### src/rtl/memory_arbiter.sv
// memory_arbiter: round-robin arbiter that lets CHANNELS requesters share one
// memory port. A transaction moves through IDLE -> ACCESS -> DONE. The winning
// request is latched on grant, so a requester may change or drop its inputs
// once it has been granted. An access that sees no memory_ready for TIMEOUT
// cycles completes with response_error set.
//
// Handshake: a requester raises request_valid[i] and holds it, together with
// its request fields, until response_valid[i] pulses for one cycle. The memory
// side holds an access on the bus while memory_request is high, and completes
// it in any cycle where memory_ready is high.
module memory_arbiter #(
   parameter int DATA_WIDTH    = 16,
   parameter int ADDRESS_WIDTH = 16,
   parameter int CHANNELS      = 2,
   parameter int TIMEOUT       = 16
) (
   input  logic                              clock,
   input  logic                              reset,
   input  logic [CHANNELS-1:0]               request_valid,
   input  logic [CHANNELS-1:0]               request_write,
   input  logic [CHANNELS*ADDRESS_WIDTH-1:0] request_address,
   input  logic [CHANNELS*DATA_WIDTH-1:0]    request_write_data,
   output logic [CHANNELS-1:0]               response_valid,
   output logic                              response_error,
   output logic [DATA_WIDTH-1:0]             response_read_data,
   input  logic [DATA_WIDTH-1:0]             memory_read_data,
   input  logic                              memory_ready,
   output logic                              memory_request,
   output logic                              memory_write_enable,
   output logic [ADDRESS_WIDTH-1:0]          memory_address,
   output logic [DATA_WIDTH-1:0]             memory_write_data,
   output logic                              busy
);

   localparam int CW = (CHANNELS > 1) ? $clog2(CHANNELS) : 1;
   localparam int TW = (TIMEOUT > 1) ? $clog2(TIMEOUT) : 1;
   localparam logic [TW-1:0] LAST_WAIT = TW'(TIMEOUT - 1);
   localparam logic [CW-1:0] LAST_CHANNEL = CW'(CHANNELS - 1);

   typedef enum logic [1:0] {
      IDLE   = 2'd0,
      ACCESS = 2'd1,
      DONE   = 2'd2
   } state_t;

   state_t                    state;
   logic [CW-1:0]             pointer;
   logic [CW-1:0]             channel;
   logic [TW-1:0]             counter;

   logic                      any_request;
   logic [CW-1:0]             winner;
   logic [CW-1:0]             next_pointer;
   logic                      sel_write;
   logic [ADDRESS_WIDTH-1:0]  sel_address;
   logic [DATA_WIDTH-1:0]     sel_write_data;
   logic [CHANNELS-1:0]       channel_onehot;
   int                        idx;

   // Round-robin search: first set request bit at or above the pointer, wrapping to 0.
   always_comb begin
      any_request    = 1'b0;
      winner         = '0;
      sel_write      = 1'b0;
      sel_address    = '0;
      sel_write_data = '0;
      idx            = 0;
      for (int k = 0; k < CHANNELS; k++) begin
         idx = int'(pointer) + k;
         if (idx >= CHANNELS) idx = idx - CHANNELS;
         if (!any_request && request_valid[CW'(idx)]) begin
            any_request    = 1'b1;
            winner         = CW'(idx);
            sel_write      = request_write[CW'(idx)];
            sel_address    = request_address[idx*ADDRESS_WIDTH +: ADDRESS_WIDTH];
            sel_write_data = request_write_data[idx*DATA_WIDTH +: DATA_WIDTH];
         end
      end
   end

   assign next_pointer   = (winner == LAST_CHANNEL) ? '0 : winner + 1'b1;
   assign channel_onehot = CHANNELS'(1) << channel;
   assign busy           = (state != IDLE);

   // Transaction FSM; every bus and response output is a register written here.
   always_ff @(posedge clock or posedge reset) begin
      if (reset) begin
         state               <= IDLE;
         pointer             <= '0;
         channel             <= '0;
         counter             <= '0;
         response_valid      <= '0;
         response_error      <= 1'b0;
         response_read_data  <= '0;
         memory_request      <= 1'b0;
         memory_write_enable <= 1'b0;
         memory_address      <= '0;
         memory_write_data   <= '0;
      end else begin
         case (state)
            IDLE: begin
               if (any_request) begin
                  state               <= ACCESS;
                  channel             <= winner;
                  pointer             <= next_pointer;
                  counter             <= '0;
                  memory_request      <= 1'b1;
                  memory_write_enable <= sel_write;
                  memory_address      <= sel_address;
                  memory_write_data   <= sel_write_data;
               end
            end
            ACCESS: begin
               // Ready is checked first so a completion in the last allowed cycle is not an error.
               if (memory_ready) begin
                  response_read_data  <= memory_write_enable ? '0 : memory_read_data;
                  response_error      <= 1'b0;
                  response_valid      <= channel_onehot;
                  memory_request      <= 1'b0;
                  memory_write_enable <= 1'b0;
                  state               <= DONE;
               end else if (counter == LAST_WAIT) begin
                  response_read_data  <= '0;
                  response_error      <= 1'b1;
                  response_valid      <= channel_onehot;
                  memory_request      <= 1'b0;
                  memory_write_enable <= 1'b0;
                  state               <= DONE;
               end else begin
                  counter <= counter + 1'b1;
               end
            end
            DONE: begin
               response_valid <= '0;
               response_error <= 1'b0;
               state          <= IDLE;
            end
            default: begin
               state <= IDLE;
            end
         endcase
      end
   end

endmodule

### config.mk
export PLATFORM = sky130hd
export DESIGN_NAME = memory_arbiter
export DESIGN_NICKNAME = d
export VERILOG_FILES = /design/src/rtl/memory_arbiter.sv
export SDC_FILE = /design/constraint.sdc
export NUM_CORES = 1
export LEC_CHECK = 0
export CELL_PAD_IN_SITES_DETAIL_PLACEMENT = 1
export CELL_PAD_IN_SITES_GLOBAL_PLACEMENT = 1
export CORE_ASPECT_RATIO = 0.8
export CORE_MARGIN = 2
export CORE_UTILIZATION = 31
export DETAILED_ROUTE_END_ITERATION = 12
export PLACE_DENSITY = 0.95
export SYNTH_ARGS = -nofsm -noshare
export SYNTH_HDL_FRONTEND = slang
export SYNTH_SLANG_ARGS = --single-unit
### constraint.sdc
create_clock -name clock -period 3.3 [get_ports clock]
set_clock_uncertainty 0.2 [all_clocks]
set_input_delay 0.66 -clock clock [delete_from_list [all_inputs] [get_ports clock]]
set_output_delay 0.66 -clock clock [all_outputs]
set_load 0.01 [all_outputs]
; ---- Word-level counts from Yosys, hierarchy flattened
; Cells that the tools add are included.
[word_totals]
input_bits = 87
ff_bits = 61
out_inout_bits = 54
[classes]
muxes = 44
n_addsub = 5
magnitude_cmp = 4
eq_ne = 7
shift = 5
n_reduce_logical = 13
[op_table]
columns = operator, count
row1 = $shiftx 32x32->16, 4
row2 = $mux 16, 7
row3 = $mux 28, 2
row4 = $mux 1, 21
row5 = $mux 4, 3
row6 = $mux 2, 5
row7 = $pmux 2 s2, 2
row8 = $pmux 4 s2, 1
row9 = $reduce_and 2->1, 4
row10 = $reduce_bool 2->1, 4
row11 = $lt 1x3->1 const B, 2
row12 = $ne 2x2->1 const B, 3
row13 = $pmux 1 s2, 3
row14 = $add 4x1->4 const B, 1
row15 = $eq 4x4->1 const B, 1
row16 = $reduce_and 4->1, 1
row17 = $ne 3x3->1 const B, 1
row18 = $reduce_and 3->1, 1
row19 = $sub 1x2->3 const B, 1
row20 = $sub 2x2->3 const B, 1
row21 = $add 1x1->2 const B, 1
row22 = $eq 2x1->1 const B, 1
row23 = $eq 2x2->1 const B, 1
row24 = $ge 1x2->1 const B, 1
row25 = 6 further kinds, 6

; ---- Longest topological paths before layout
[logic_depth]
ltp_word = 11
depth_mapped = 5
ltp_nobuf = 4

; ---- Least setup slack after synthesis
; OpenSTA, ideal clock, no wires.
[synth_timing]
kind = input to register
startpoint = in request_valid[0]
endpoint = reg memory_address[10]
cell_stages = 5
required_time_ns = 2.968
n_path_buf = 2
t_arrival_ns = 1.401
slack_ns = 1.567
setup_ns = 0.132
path_cell_list = or3b_4 -> buf_6 -> buf_6 -> nand2_1 -> o21ai_1
[synth_via]
elab_chain_len = 7
[synth_rtl]
columns = item, line_no
row1 = "start, declared", 19  ; input logic [CHANNELS-1:0] request_valid,
row2 = $mux 1 (implied by the code) (2 in a row), 71  ; if (!any_request && request_valid[CW'(idx)]) begin
row3 = $mux 1, 71
row4 = $logic_not 1->1, 71
row5 = $logic_and 1x1->1, 71
row6 = $mux 1, 71
row7 = $reduce_and 2->1 (no line), -
row8 = "end signal, assigned", 109  ; memory_address <= sel_address;
row9 = "end, declared", 30  ; output logic [ADDRESS_WIDTH-1:0] memory_address,
; Several ways; a longest one is shown, not always the timed one. The select of a mux whose other input is x is not followed.
; A chain may end at the register's enable or synchronous reset.

; ---- Worst setup path in the final report
[layout_timing]
startpoint = reg state[1]
endpoint = out busy
[layout_via]
elab_chain_len = 1
[layout_rtl]
columns = item, line_no
row1 = "start, declared", 46  ; state_t state;
row2 = "start signal, assigned", 88  ; state <= IDLE;
row3 = "start signal, assigned", 103  ; state <= ACCESS;
row4 = "start signal, assigned", 121  ; state <= DONE;
row5 = $reduce_bool 2->1, 83  ; assign busy = (state != IDLE);
row6 = "end, declared", 32  ; output logic busy
; No other way between the ends.

==> impl_metrics.csv <==
group,metric,value,unit
clock_tree,clock_tree.buffer_depth,2,
die,io_pins,141,
detailed_routing,firstDrtPassIters,4,
power_and_ir_drop,ir_drop,0.000320,V
run_status,outcome,"finished, final reports clean",
final_layout,fin_nets,460,
global_routing,grt_max_degree,68,
clock_tree,root_buffer,"clkbuf_8",
place,port_buffers,138,
synth,yosys_warnings,0,
synth,yosysTopAreaCell,"dfrtp_1",
detailed_routing,num_vias,2323,
timing,period_share,76.3,%
global_routing,grtUsageTotal,17.6,%
setup_path,path_class,"register to output port",
clock_tree,cts.sinks,61,
setup_path,crit_path_cell_trace,"or2_2 > clkdlybuf4s50_1",
synth,async_flop_share,100,%
detailed_routing,wl_per_cell,16.3,um
timing,rsz0062_at_grt,"false",
synth,synth_common_cells,"61 x dfrtp_1, 38 x nand2_1, 35 x mux2i_1, 31 x o21ai_1, 16 x a22o_1",
detailed_routing,vias_per_cell,4.75,
global_routing,grt_pass1_vias,2576,
die,core_area,8450,sq um
clock_tree,ctsHoldBuffers,0,
timing,tightestPinTransition,1.03,ns
synth,synthFlopType,"dfrtp_1",
synth,synth-edff-count,0,
global_routing,grt.overflow.total,0,
clock_tree,cts_tree,"built",
global_routing,grt_busiest_layer,"met2",
timing,period_needed,2.52,ns
clock_tree,clkTransAtPathRegs,0.07,ns
timing,holdWs,0.246,ns
setup_path,cp-end-kind,"output port",
timing,setup_viol,0,
global_routing,grt_use_met2,32.4,%
timing,max_freq,397,MHz
synth,synth_cells,235,
detailed_routing,ant_nets,0,
timing,fin_setup_tns,0,ns
die,initial_utilization,31.7,%
hold_path,hp-class,"register to register",
clock_tree,cts_made_buffers,9,
power_and_ir_drop,p_leak,1.91,nW
place,gp_congestion,0.760,
clock_tree,cts_resized,0,
setup_path,critPathMaxStageDelay,0.51,ns
detailed_routing,drc,0,
timing,max-slew-margin-rel,31.1,%
setup_path,cp_top_family,"flip-flops",
setup_path,cpMaxStageDelayCell,"dfrtp_1",
clock_tree,htree_levels,3,
setup_path,critPathMaxFanout,11,
setup_path,required,2.44,ns
place,hpwl,5990,um
synth,synth_seq_cells,61,
setup_path,critPathLaunchType,"register",
final_layout,antenna_cells,0,
synth,synthTopCellsByArea,"dfrtp_1 57%, mux2i_1 13%, o21ai_1 5.8%",
setup_path,worst-path-buf-inv,1,
synth,synth_top_area_share,57.0,%
global_routing,antenna_found_initial,0,
clock_tree,insertion_delay,0.33,ns
timing,slew_viol_final,0,
die,fp.dieArea,9400,sq um
final_layout,drive_gt1_share,6.90,%
die,die_w,108,um
global_routing,met1_usage,19.3,%
global_routing,grt_pass1_wl,12600,um
clock_tree,post-cts-setup-buffers,0,
synth,netlist_area,2680,sq um
synth,syn_nets,323,
final_layout,area_growth,61.6,%
synth,yosysMostFrequentCell,"dfrtp_1",
timing,finalHoldViolations,0,
power_and_ir_drop,p_per_area,837,nW/um^2
synth,avgSynthCellArea,11.4,sq um
die,die-height,87.1,um
global_routing,met3_usage,5.31,%
detailed_routing,routed_wl,7950,um
synth,ys_types,32,
flow_run,cap_violations,0,
power_and_ir_drop,power,3.62,mW
die,core.rowCount,30,
synth,seq_area_frac_synth,57.0,%
detailed_routing,drtIter0Drc,72,
setup_path,crit_arrival,1.66,ns
[cell type report]
| cell class | count | area (sq um) |
|---|---|---|
| clock buffer | 10 | 138 |
| tap | 112 | 140 |
| timing repair buffer | 141 | 1420 |
| multi-input combinational | 151 | 1010 |
| clock inverter | 6 | 62.6 |
| sequential | 61 | 1530 |
| fill | 942 | 4120 |
| inverter | 8 | 30.0 |
[registers in the layout, summed over array words and instances, names as in the netlist]
| name | count |
|---|---|
| channel | 1 |
| memory_address | 16 |
| response_valid | 2 |
| memory_write_enable | 1 |
| memory_request | 1 |
| response_read_data | 16 |
| pointer | 1 |
| response_error | 1 |
| state | 2 |
| counter | 4 |
| memory_write_data | 16 |
[power breakdown]
part | total (mW) | internal (mW) | switching, mW
Clock | 0.656 | 0.366 | 0.290
Combinational | 1.55 | 0.940 | 0.614
Sequential | 1.41 | 1.09 | 0.320
[cell usage in the layout (no fill, tap or decap), types with 2 or more instances in the layout]
cell type	n
mux2i_1	35
clkinvlp_4	3
buf_4	2
clkdlybuf4s50_1	138
clkinv_2	2
clkbuf_8	10
nor3b_1	3
o21ai_1	31
o21ai_0	5
nand2_1	38
dfrtp_1	60
inv_1	7
a22o_1	16
nand3_1	3
[logic make-up (layout without fill, tap and decap cells)]
logic type                 Yosys count  in the layout  share of synthesized area (%)
and+or+nand+nor                     54             54                           9.49
buffers and inverters               23            165                           5.24
AOI/OAI and AO/OA                   60             60                           14.4
muxes                               35             35                           13.1
adders and majority gates            1              1                          0.467
DFF                                 61             61                           57.0
xor gates and xnor gates             1              1                          0.327
[final timing paths]
kind	cells after the start	slack, ns	end	startpoint
worst max-delay path	2	0.78	busy	state[1]
worst min-delay path	1	0.25	response_valid[0]	channel
worst max register to register	3	1.35	counter[2]	state[1]
worst min register to register	1	0.25	response_valid[0]	channel
max in group asynchronous	3	1.69	memory_address[10]	reset
min in group asynchronous	2	0.59	response_read_data[4]	reset
[metal layers]
metal	wire length, um	vias up
li1	-	1099
met1	3180	1146
met2	4260	70
met3	396	8
met4	110	0
met5	0	-
[worst reg2reg max path: cells and delay by family (launching register included)]
| family | cells | cell delay (ns) |
|---|---|---|
| DFF | 1 | 0.51 |
| AOI/OAI and AO/OA | 2 | 0.38 |
| and+or+nand+nor | 1 | 0.72 |
[per-stage QoR]
step	setup slack (ns)	utilization, %	area (sq um)	cells
floorplan	0.927	-	2680	235
global placement	0.842	48.8	4120	473
detailed placement	0.787	48.8	4120	473
CTS	0.757	51.2	4320	489
global route	0.713	51.2	4320	489
finish	0.782	51.2	4320	489
No activity file was read; power rests on OpenSTA's default activity.
